## config.mk

```make
export PLATFORM = sky130hd
export DESIGN_NAME = dsp_pe_stream
export DESIGN_NICKNAME = d
export VERILOG_FILES = /design/src/rtl/dsp_sys_arr_pkg.sv /design/src/rtl/fp32_pe_core.sv /design/src/rtl/dsp_pe_stream.sv
export SDC_FILE = /design/constraint.sdc
export NUM_CORES = 2
export LEC_CHECK = 0
export BUFFER_PORTS_ARGS = -buffer_cell sky130_fd_sc_hd__buf_2
export CORE_ASPECT_RATIO = 2
export CORE_MARGIN = 3
export CORE_UTILIZATION = 65
export CTS_CLUSTER_DIAMETER = 40
export DETAILED_ROUTE_END_ITERATION = 10
export GPL_ROUTABILITY_DRIVEN = 0
export PLACE_DENSITY_LB_ADDON = 0.1
export SYNTH_ARGS = -nofsm -noshare
export SYNTH_HDL_FRONTEND = slang
export SYNTH_SLANG_ARGS = --single-unit
```

## constraint.sdc

```tcl
create_clock -name aclk -period 37.8 [get_ports aclk]
set_clock_uncertainty 0.2 [all_clocks]
set_input_delay 7.56 -clock aclk [delete_from_list [all_inputs] [get_ports aclk]]
set_output_delay 7.56 -clock aclk [all_outputs]
set_load 0.02 [all_outputs]
```

## src/rtl/dsp_sys_arr_pkg.sv

```systemverilog
// Shared types for the DSP systolic array: FP32 word, error flags, PE modes,
// DSPFP32 operating-mode words and the FP32 multiply/add datapath functions.
package dsp_sys_arr_pkg;

    typedef logic [31:0] single_float;

    typedef struct packed {
        logic overflow;
        logic underflow;
        logic invalid;
    } fp_error;

    typedef enum logic [1:0] {
        PE_MAC = 2'd0,
        PE_MUL = 2'd1,
        PE_ADD = 2'd2
    } pe_mode_t;

    typedef struct packed {
        single_float val;
        fp_error     err;
    } fp_result_t;

    localparam logic [6:0] FPOPMODE_MAC_FIRST = 7'h45;
    localparam logic [6:0] FPOPMODE_MAC_ACC   = 7'h25;
    localparam logic [6:0] FPOPMODE_MUL       = 7'h05;
    localparam logic [6:0] FPOPMODE_ADD       = 7'h1A;

    localparam single_float FP_QNAN = 32'h7FC0_0000;

    // Subnormals flush to zero; results truncate toward zero.
    function automatic fp_result_t fp_mul(input single_float a, input single_float b);
        fp_result_t  r;
        logic        sgn, a_zero, b_zero, a_inf, b_inf, a_nan, b_nan;
        logic [47:0] prod;
        int          e;
        r      = '0;
        sgn    = a[31] ^ b[31];
        a_zero = (a[30:23] == 8'd0);
        b_zero = (b[30:23] == 8'd0);
        a_inf  = (a[30:23] == 8'hFF) && (a[22:0] == 23'd0);
        b_inf  = (b[30:23] == 8'hFF) && (b[22:0] == 23'd0);
        a_nan  = (a[30:23] == 8'hFF) && (a[22:0] != 23'd0);
        b_nan  = (b[30:23] == 8'hFF) && (b[22:0] != 23'd0);
        prod   = 48'({1'b1, a[22:0]}) * 48'({1'b1, b[22:0]});
        e      = int'(a[30:23]) + int'(b[30:23]) - 127;
        if (a_nan || b_nan || (a_inf && b_zero) || (b_inf && a_zero)) begin
            r.val         = FP_QNAN;
            r.err.invalid = 1'b1;
        end else if (a_inf || b_inf) begin
            r.val = {sgn, 8'hFF, 23'd0};
        end else if (a_zero || b_zero) begin
            r.val = {sgn, 31'd0};
        end else begin
            if (prod[47]) begin
                prod = prod >> 1;
                e    = e + 1;
            end
            if (e >= 255) begin
                r.val          = {sgn, 8'hFF, 23'd0};
                r.err.overflow = 1'b1;
            end else if (e <= 0) begin
                r.val           = {sgn, 31'd0};
                r.err.underflow = 1'b1;
            end else begin
                r.val = {sgn, 8'(e), prod[45:23]};
            end
        end
        return r;
    endfunction

    function automatic fp_result_t fp_add(input single_float a, input single_float b);
        fp_result_t  r;
        single_float big, sml;
        logic        a_zero, b_zero, a_inf, b_inf, a_nan, b_nan;
        logic [27:0] mb, ms, s;
        int          e, d;
        r      = '0;
        a_zero = (a[30:23] == 8'd0);
        b_zero = (b[30:23] == 8'd0);
        a_inf  = (a[30:23] == 8'hFF) && (a[22:0] == 23'd0);
        b_inf  = (b[30:23] == 8'hFF) && (b[22:0] == 23'd0);
        a_nan  = (a[30:23] == 8'hFF) && (a[22:0] != 23'd0);
        b_nan  = (b[30:23] == 8'hFF) && (b[22:0] != 23'd0);
        if (a_nan || b_nan || (a_inf && b_inf && (a[31] != b[31]))) begin
            r.val         = FP_QNAN;
            r.err.invalid = 1'b1;
        end else if (a_inf) begin
            r.val = a;
        end else if (b_inf) begin
            r.val = b;
        end else if (a_zero && b_zero) begin
            r.val = {a[31] & b[31], 31'd0};
        end else if (a_zero) begin
            r.val = b;
        end else if (b_zero) begin
            r.val = a;
        end else begin
            if (a[30:0] >= b[30:0]) begin
                big = a;
                sml = b;
            end else begin
                big = b;
                sml = a;
            end
            // Hidden one at bit 26, three guard bits below the fraction.
            d  = int'(big[30:23]) - int'(sml[30:23]);
            e  = int'(big[30:23]);
            mb = {2'b01, big[22:0], 3'b000};
            ms = (d > 27) ? 28'd0 : ({2'b01, sml[22:0], 3'b000} >> d);
            s  = (big[31] == sml[31]) ? (mb + ms) : (mb - ms);
            if (s == 28'd0) begin
                r.val = 32'd0;
            end else begin
                if (s[27]) begin
                    s = s >> 1;
                    e = e + 1;
                end
                for (int i = 0; i < 26; i++) begin
                    if (!s[26]) begin
                        s = s << 1;
                        e = e - 1;
                    end
                end
                if (e >= 255) begin
                    r.val          = {big[31], 8'hFF, 23'd0};
                    r.err.overflow = 1'b1;
                end else if (e <= 0) begin
                    r.val           = {big[31], 31'd0};
                    r.err.underflow = 1'b1;
                end else begin
                    r.val = {big[31], 8'(e), s[25:3]};
                end
            end
        end
        return r;
    endfunction

endpackage

```

## src/rtl/fp32_pe_core.sv

```systemverilog
// FP32 arithmetic core: DSPFP32-style MUL/ADD/MAC datapath with a fixed
// LAT-cycle result pipeline and sticky error capture across a MAC vector.
module fp32_pe_core
    import dsp_sys_arr_pkg::*;
#(
    parameter int unsigned LAT = 3
) (
    input  logic        aclk,
    input  logic        aresetn,
    input  logic        in_valid,
    input  logic        in_first,
    input  logic        in_last,
    input  logic [1:0]  in_mode,
    input  logic [31:0] in_a,
    input  logic [31:0] in_b,
    output logic        core_valid,
    output logic [31:0] core_data,
    output logic [2:0]  core_err
);

    logic [6:0]     opmode_c;
    logic           is_mac_c;
    fp_result_t     prod_c, sum_c, res_c;
    fp_error        err_c;
    single_float    acc_q;
    fp_error        acc_err_q;
    logic [LAT-1:0] vld_q;
    single_float    dat_q [LAT];
    fp_error        err_q [LAT];

    always_comb begin
        case (in_mode)
            PE_MAC:  opmode_c = in_first ? FPOPMODE_MAC_FIRST : FPOPMODE_MAC_ACC;
            PE_ADD:  opmode_c = FPOPMODE_ADD;
            default: opmode_c = FPOPMODE_MUL;
        endcase
    end

    assign is_mac_c = (opmode_c == FPOPMODE_MAC_FIRST) || (opmode_c == FPOPMODE_MAC_ACC);

    // First MAC element starts from the bare product, dropping the old accumulator.
    always_comb begin
        prod_c = fp_mul(in_a, in_b);
        sum_c  = fp_add(acc_q, prod_c.val);
        res_c  = '0;
        err_c  = '0;
        case (opmode_c)
            FPOPMODE_MAC_FIRST, FPOPMODE_MUL: begin
                res_c = prod_c;
                err_c = prod_c.err;
            end
            FPOPMODE_MAC_ACC: begin
                res_c = sum_c;
                err_c = fp_error'(acc_err_q | prod_c.err | sum_c.err);
            end
            FPOPMODE_ADD: begin
                res_c = fp_add(in_a, in_b);
                err_c = res_c.err;
            end
            default: ;
        endcase
    end

    always_ff @(posedge aclk or negedge aresetn) begin
        if (!aresetn) begin
            acc_q     <= '0;
            acc_err_q <= '0;
        end else if (in_valid && is_mac_c) begin
            acc_q     <= res_c.val;
            acc_err_q <= err_c;
        end
    end

    // Only vector-final MAC elements and every MUL/ADD produce a result.
    always_ff @(posedge aclk or negedge aresetn) begin
        if (!aresetn) begin
            vld_q <= '0;
            for (int i = 0; i < LAT; i++) begin
                dat_q[i] <= '0;
                err_q[i] <= '0;
            end
        end else begin
            vld_q[0] <= in_valid && (!is_mac_c || in_last);
            dat_q[0] <= res_c.val;
            err_q[0] <= err_c;
            for (int i = 1; i < LAT; i++) begin
                vld_q[i] <= vld_q[i-1];
                dat_q[i] <= dat_q[i-1];
                err_q[i] <= err_q[i-1];
            end
        end
    end

    assign core_valid = vld_q[LAT-1];
    assign core_data  = dat_q[LAT-1];
    assign core_err   = err_q[LAT-1];

endmodule

```

## src/rtl/dsp_pe_stream.sv

```systemverilog
// AXI-Stream FP32 processing element: A/B join, credit-gated output FIFO, MAC FSM.
// Define DSP_PE_STATS_EN to add saturating result/error counters.
module dsp_pe_stream
    import dsp_sys_arr_pkg::*;
#(
    parameter int unsigned LAT       = 3,
    parameter int unsigned OUT_DEPTH = 4,
    parameter int unsigned DEF_MODE  = 0
) (
    input  logic        aclk,
    input  logic        aresetn,
    input  logic [1:0]  cfg_mode,
    input  logic        cfg_valid,
    output logic        cfg_ready,
    input  logic        s_axis_a_tvalid,
    output logic        s_axis_a_tready,
    input  logic [31:0] s_axis_a_tdata,
    input  logic        s_axis_a_tlast,
    input  logic        s_axis_b_tvalid,
    output logic        s_axis_b_tready,
    input  logic [31:0] s_axis_b_tdata,
    output logic        m_axis_result_tvalid,
    input  logic        m_axis_result_tready,
    output logic [31:0] m_axis_result_tdata,
    output logic [2:0]  m_axis_result_tuser,
    output logic        processing
`ifdef DSP_PE_STATS_EN
    ,
    output logic [31:0] stat_results,
    output logic [15:0] stat_errors
`endif
);

    localparam int unsigned PTR_W = $clog2(OUT_DEPTH);
    localparam int unsigned CNT_W = PTR_W + 1;
    localparam int unsigned SUM_W = CNT_W + 1;

    typedef enum logic {ST_IDLE, ST_ACC} mac_state_t;

    mac_state_t       state_q, state_d;
    pe_mode_t         mode_q;
    logic             run_q;
    logic [CNT_W-1:0] inflight_q, fifo_cnt_q;
    logic [PTR_W-1:0] wr_ptr_q, rd_ptr_q;
    single_float      fifo_data_q [OUT_DEPTH];
    fp_error          fifo_err_q  [OUT_DEPTH];
    logic             credit_ok_c, fire_c, issue_c, push_c, pop_c;
    logic             core_valid;
    logic [31:0]      core_data;
    logic [2:0]       core_err;

    // Every result-producing fire reserves a FIFO slot, so a core result always fits.
    assign credit_ok_c = (SUM_W'(fifo_cnt_q) + SUM_W'(inflight_q)) < SUM_W'(OUT_DEPTH);
    assign fire_c      = run_q && s_axis_a_tvalid && s_axis_b_tvalid && credit_ok_c;
    assign issue_c     = fire_c && ((mode_q != PE_MAC) || s_axis_a_tlast);
    assign push_c      = core_valid;
    assign pop_c       = m_axis_result_tvalid && m_axis_result_tready;

    assign s_axis_a_tready = fire_c;
    assign s_axis_b_tready = fire_c;
    assign cfg_ready       = (state_q == ST_IDLE) && (inflight_q == '0);
    assign processing      = (state_q == ST_ACC) || (inflight_q != '0) || (fifo_cnt_q != '0);

    always_ff @(posedge aclk or negedge aresetn) begin
        if (!aresetn) state_q <= ST_IDLE;
        else          state_q <= state_d;
    end

    always_comb begin
        state_d = state_q;
        if (fire_c && (mode_q == PE_MAC)) begin
            state_d = s_axis_a_tlast ? ST_IDLE : ST_ACC;
        end
    end

    // run_q keeps the input ports closed for the first cycle out of reset.
    always_ff @(posedge aclk or negedge aresetn) begin
        if (!aresetn) begin
            run_q      <= 1'b0;
            mode_q     <= pe_mode_t'(2'(DEF_MODE));
            inflight_q <= '0;
        end else begin
            run_q      <= 1'b1;
            inflight_q <= inflight_q + CNT_W'(issue_c) - CNT_W'(push_c);
            if (cfg_valid && cfg_ready) begin
                mode_q <= (cfg_mode == 2'd3) ? PE_MUL : pe_mode_t'(cfg_mode);
            end
        end
    end

    fp32_pe_core #(
        .LAT (LAT)
    ) u_core (
        .aclk       (aclk),
        .aresetn    (aresetn),
        .in_valid   (fire_c),
        .in_first   (state_q == ST_IDLE),
        .in_last    (s_axis_a_tlast),
        .in_mode    (mode_q),
        .in_a       (s_axis_a_tdata),
        .in_b       (s_axis_b_tdata),
        .core_valid (core_valid),
        .core_data  (core_data),
        .core_err   (core_err)
    );

    always_ff @(posedge aclk or negedge aresetn) begin
        if (!aresetn) begin
            wr_ptr_q   <= '0;
            rd_ptr_q   <= '0;
            fifo_cnt_q <= '0;
            for (int i = 0; i < OUT_DEPTH; i++) begin
                fifo_data_q[i] <= '0;
                fifo_err_q[i]  <= '0;
            end
        end else begin
            if (push_c) begin
                fifo_data_q[wr_ptr_q] <= core_data;
                fifo_err_q[wr_ptr_q]  <= fp_error'(core_err);
                wr_ptr_q              <= wr_ptr_q + PTR_W'(1);
            end
            if (pop_c) begin
                rd_ptr_q <= rd_ptr_q + PTR_W'(1);
            end
            fifo_cnt_q <= fifo_cnt_q + CNT_W'(push_c) - CNT_W'(pop_c);
        end
    end

    assign m_axis_result_tvalid = (fifo_cnt_q != '0);
    assign m_axis_result_tdata  = fifo_data_q[rd_ptr_q];
    assign m_axis_result_tuser  = fifo_err_q[rd_ptr_q];

`ifdef DSP_PE_STATS_EN
    always_ff @(posedge aclk or negedge aresetn) begin
        if (!aresetn) begin
            stat_results <= '0;
            stat_errors  <= '0;
        end else if (pop_c) begin
            if (stat_results != '1) stat_results <= stat_results + 32'd1;
            if ((m_axis_result_tuser != '0) && (stat_errors != '1)) begin
                stat_errors <= stat_errors + 16'd1;
            end
        end
    end
`endif

endmodule

```

==> results by group, run 1 <==
Yosys
  • Post-synthesis sequential area ratio: 9.83%
  • Synth Area per Inst: 7.44 um^2
  • Cell count after synthesis: 10160
  • Synth cell types: 151
  • Number of synthesized flops with an enable pin: 0
  • Post-synthesis cell type with the largest combined area: fa_1
  • Post-synthesis register bit count: 297
  • Most used DFF post-synth: dfrtp_1
  • Largest cells by area after synthesis: fa_1, dfrtp_1, ha_1, nand2_1, nor2_1
  • Yosys top cell area share: 12.9%
  • Syn Nets: 11151
  • Async set-reset flop share out of synthesis: 100%
  • Mapped cell area: 75600 um^2
  • Synth warn: 0

Placed design
  • Placed inst area: 87500 um^2
  • PortBufs: 112
  • Hpwl dp: 274000 um

Global route
  • First-pass GRT wire length: 651000 um
  • Largest net degree at the start of global routing: 148
  • Vias in the first global route: 102819
  • Total global-route track usage: 69.3%
  • Total gr overflow: 1104

Clock network
  • Num CTS Buffers: 25
  • Clock tree buffer depth: 3
  • Clock Sinks: 297
  • H-tree depth: 1
  • Hold-fix buffers, CTS: 0
  • Root Driver: clkbuf_16

Floorplan
  • Row cnt: 176
  • Die Y: 488 um
  • Initial Util: 65.7%
  • IO Count: 113
  • Die Wd: 247 um

Outcome
  • Fail Step: 5_1_grt
  • Stop Error: [ERROR GRT-0116] Global routing finished with congestion. Check the congestion regions in the DRC Viewer.
  • Outcome: stopped before the end
-- synthesized netlist by cell type (62+ instances only) --
cell type and count:
or2_2 70, dfrtp_1 297, ha_1 432, a21o_1 129, o21a_1 64, or3_1 123, a22oi_1 62, nand2b_1 85
inv_1 828, a21oi_1 615, nor3_1 298, and3_1 110, nor4_1 112, xor2_1 124, nand4_1 161, nand2_1 1238
fa_1 486, o31ai_1 65, mux2i_1 166, clkbuf_1 402, and2_1 244, mux2_2 215, o21ai_0 494, xnor2_1 330
nor2_1 928, nand3_1 332, a31oi_1 119, a211oi_1 151, o211ai_1 123
-- logic make-up after synthesis --
kind of cell	Yosys count	share of synthesized area, %
mux	439	7.08
buf+inv	1367	6.99
fa+ha+maj	920	20.0
xor+xnor	500	6.47
compound gates	2599	23.5
simple gates	4037	26.0
other cells	1	0.00496
flops	297	9.83
-- per-stage QoR --
stage               setup WS (ns)  TNS (ns)  cells
CTS                         -1.05    -55.53  12788
detailed placement          -2.66   -156.16  12657
global placement            -2.08   -115.63  12657
floorplan                   -1.01    -54.50  10160
-- per-layer routing --
metal / GRT usage, % / GRT overflow
met1: 64.9 / 31
met2: 91.9 / 633
met3: 48.4 / 46
met4: 74.7 / 391
met5: 21.7 / 3
-- repair_timing --
action,in CTS
resized for setup,273
buffers inserted,85
pin swaps,169
endpoints found under the setup margin,66
hold endpoints to repair,0
gates cloned,2
==> run 2, diff against run 1 <==
--- a/config.mk
+++ b/config.mk
@@ -6,13 +6,11 @@
 export NUM_CORES = 2
 export LEC_CHECK = 0
 export BUFFER_PORTS_ARGS = -buffer_cell sky130_fd_sc_hd__buf_2
-export CORE_ASPECT_RATIO = 2
 export CORE_MARGIN = 3
-export CORE_UTILIZATION = 65
-export CTS_CLUSTER_DIAMETER = 40
+export CORE_UTILIZATION = 40
 export DETAILED_ROUTE_END_ITERATION = 10
 export GPL_ROUTABILITY_DRIVEN = 0
-export PLACE_DENSITY_LB_ADDON = 0.1
+export PLACE_DENSITY_LB_ADDON = 0.15
 export SYNTH_ARGS = -nofsm -noshare
 export SYNTH_HDL_FRONTEND = slang
 export SYNTH_SLANG_ARGS = --single-unit
==> results by group, run 2 <==
Critical path
  • Req. time, crit path: 38.13 ns
  • Max stage delay on crit path: 0.58 ns
  • CP arrival: 38.62 ns
  • Most frequent cell on the critical path: ha_4
  • Crit path capture type: register
  • Worst setup path class: primary input to register
  • Crit path max fanout: 8
  • Crit-path slowest cell: fa_1
  • Startpoint Class: primary input

Cells and area
  • Commonest non-fill, non-tap cells in the layout: buf_4, nand2_1, nor2_1
  • Top Registers: fifo_data_q (128), u_core.dat_q (64)
  • Layout cell share with drive strength beyond 1: 21.4%
  • Area grow syn2layout: 20.8%
  • Storage cell area: 7430 um^2
  • Max reg flops: 128
  • Core Util, Final: 48.9%
  • Most common cell after layout, fill and taps aside: buf_4
  • Net count, final: 12116
  • Top reg by flops: fifo_data_q
  • Filler Cell Count: 18548
  • Multi-input gate area: 65000 um^2

Placed design
  • PortBufs: 112
  • Hpwl dp: 262000 um

Clock network
  • Hold-fix buffers, CTS: 0
  • Clock-pin slew on the worst setup and hold paths: 0.06 ns
  • Num CTS Buffers: 31
  • Clock tree buffer depth: 3
  • Clock Sinks: 297
  • Worst-Skew Late Latency: 0.64 ns
  • H-tree depth: 1
  • Root Driver: clkbuf_16
  • TritonCTS clock tree: done

Yosys
  • Yosys top cell area share: 12.9%
  • Largest cells by area after synthesis: fa_1, dfrtp_1, ha_1, nand2_1, nor2_1
  • Post-synthesis register bit count: 297
  • Number of synthesized flops with an enable pin: 0
  • Post-synthesis cell type with the largest combined area: fa_1
  • Top cells by count, synth: nand2_1, nor2_1, inv_1, a21oi_1, o21ai_0
  • Most used DFF post-synth: dfrtp_1
  • Synth Area per Inst: 7.44 um^2
  • Async set-reset flop share out of synthesis: 100%
  • Top-count cell post-synth: nand2_1
  • Synth cell types: 151
  • Mapped cell area: 75600 um^2
  • Syn Nets: 11151
  • Cell count after synthesis: 10160
  • Synth warn: 0
  • Post-synthesis sequential area ratio: 9.83%

Outcome
  • Failing checks: setup timing
  • Outcome: finished, violations left

Timing
  • Final hold violations: 0
  • Endpoints failing setup: 66
  • Setup TNS Final: -22.64 ns
  • Max-slew violations: 0
  • Slew HR: 11.4%
  • Worst-Margin Slew: 1.30 ns
  • Final Critical Period: 38.30 ns
  • Fin worst setup slack: -0.496 ns
  • Hold slack final: 0.120 ns
  • F_max: 26.1 MHz
  • Final Cycle Share: 101%
  • RSZ-0062 raised after global routing: yes

Run
  • Maxcap violations: 0

Min path
  • Tightest Hold Check Type: register to register

Global route
  • First-pass GRT wire length: 491000 um
  • Largest net degree at the start of global routing: 187
  • Total global-route track usage: 31.8%
  • Vias in the first global route: 82407
  • Total gr overflow: 0
  • Antenna violations before repair: 30

Floorplan
  • IO Count: 113
  • Die Y: 441 um
  • Die Wd: 441 um
  • Core area: 187000 um^2
  • Row cnt: 158
  • Initial Util: 40.5%
  • Die Area: 194000 um^2

Detailed routing
  • Drt wl/cell: 23.6 um
  • Drt initial violations: 9025
  • Final WL: 323000 um
  • Vias: 84366
  • # DRC: 0
  • TritonRoute pass-1 iters: 9
  • Final ANT Viol Nets: 0
  • Vias per inst: 6.18
run 2: cell counts after synthesis:
No cell type changed its count.
run 2: repair_timing:
| action | in CTS | in global routing |
|---|---|---|
| endpoints found under the hold margin | 0 | 0 |
| gates resized for setup | 94 | 371 |
| setup endpoints to repair | 66 | 66 |
| cloned | 0 | 6 |
| buffers inserted | 27 | 61 |
| pin swaps | 85 | 184 |
run 2: cell type report:
class,instances,area share [%]
Timing Repair Buffer,1447,12.5
Tap cell,2480,3.40
Sequential cell,297,8.14
Antenna cell,21,0.0575
Clock inverter,14,0.199
Inverter,852,3.51
Clock buffer,42,0.993
Multi-Input combinational cell,8496,71.2
run 2: metrics by stage:
stage          setup WS (ns)  instances  instance area (um^2)
2_1_floorplan          -1.01      10160                 76700
3_3_place_gp           -1.80      13480                 87400
3_5_place_dp           -2.37      13480                 87400
4_1_cts               -0.660      13563                 89200
5_1_grt                -1.74      13642                 91300
6_report              -0.496      13649                 91300
run 2: path summary, 6_finish.rpt:
| check | startpoint | endpoint | slack, ns | cells after the start |
|---|---|---|---|---|
| worst max-delay path | s_axis_b_tdata[8] | u_core.dat_q[93] | -0.50 | 170 |
| min in group asynchronous | aresetn | mode_q[0] | 6.77 | 1 |
| worst min register to register | u_core.dat_q[41] | u_core.core_data[9] | 0.12 | 0 |
| max in group asynchronous | aresetn | fifo_data_q[23] | 29.10 | 2 |
| worst max register to register | u_core.acc_q[20] | u_core.dat_q[93] | 13.21 | 141 |
| worst min-delay path | u_core.dat_q[41] | u_core.core_data[9] | 0.12 | 0 |
run 2: metal layers:
layer / vias up / track usage (%) / share of wire [%]
met5: - / 0 / 0.012
met4: 6 / 15.4 / 5.7
met3: 896 / 5.31 / 8.4
met2: 4059 / 52.7 / 46
met1: 41098 / 40.1 / 40
li1: 38307 / - / -
run 2: critical path: cells and delay by family:
kind | cells | cell delay (ns)
buf+inv | 20 | 1.94
xor+xnor | 1 | 0.22
compound gates | 57 | 9.75
fa+ha+maj | 36 | 11.11
mux | 7 | 1.35
simple gates | 49 | 6.65
run 2: cell families after synthesis:
family / Yosys count / share of synthesized area (%)
compound gates: 2599 / 23.5
xor+xnor: 500 / 6.47
fa+ha+maj: 920 / 20.0
buf+inv: 1367 / 6.99
flops: 297 / 9.83
mux: 439 / 7.08
other cells: 1 / 0.00496
simple gates: 4037 / 26.0
Power of run 2 is not shown: default switching activity piles up to over one toggle a cycle in this logic, so the estimate is an artifact.
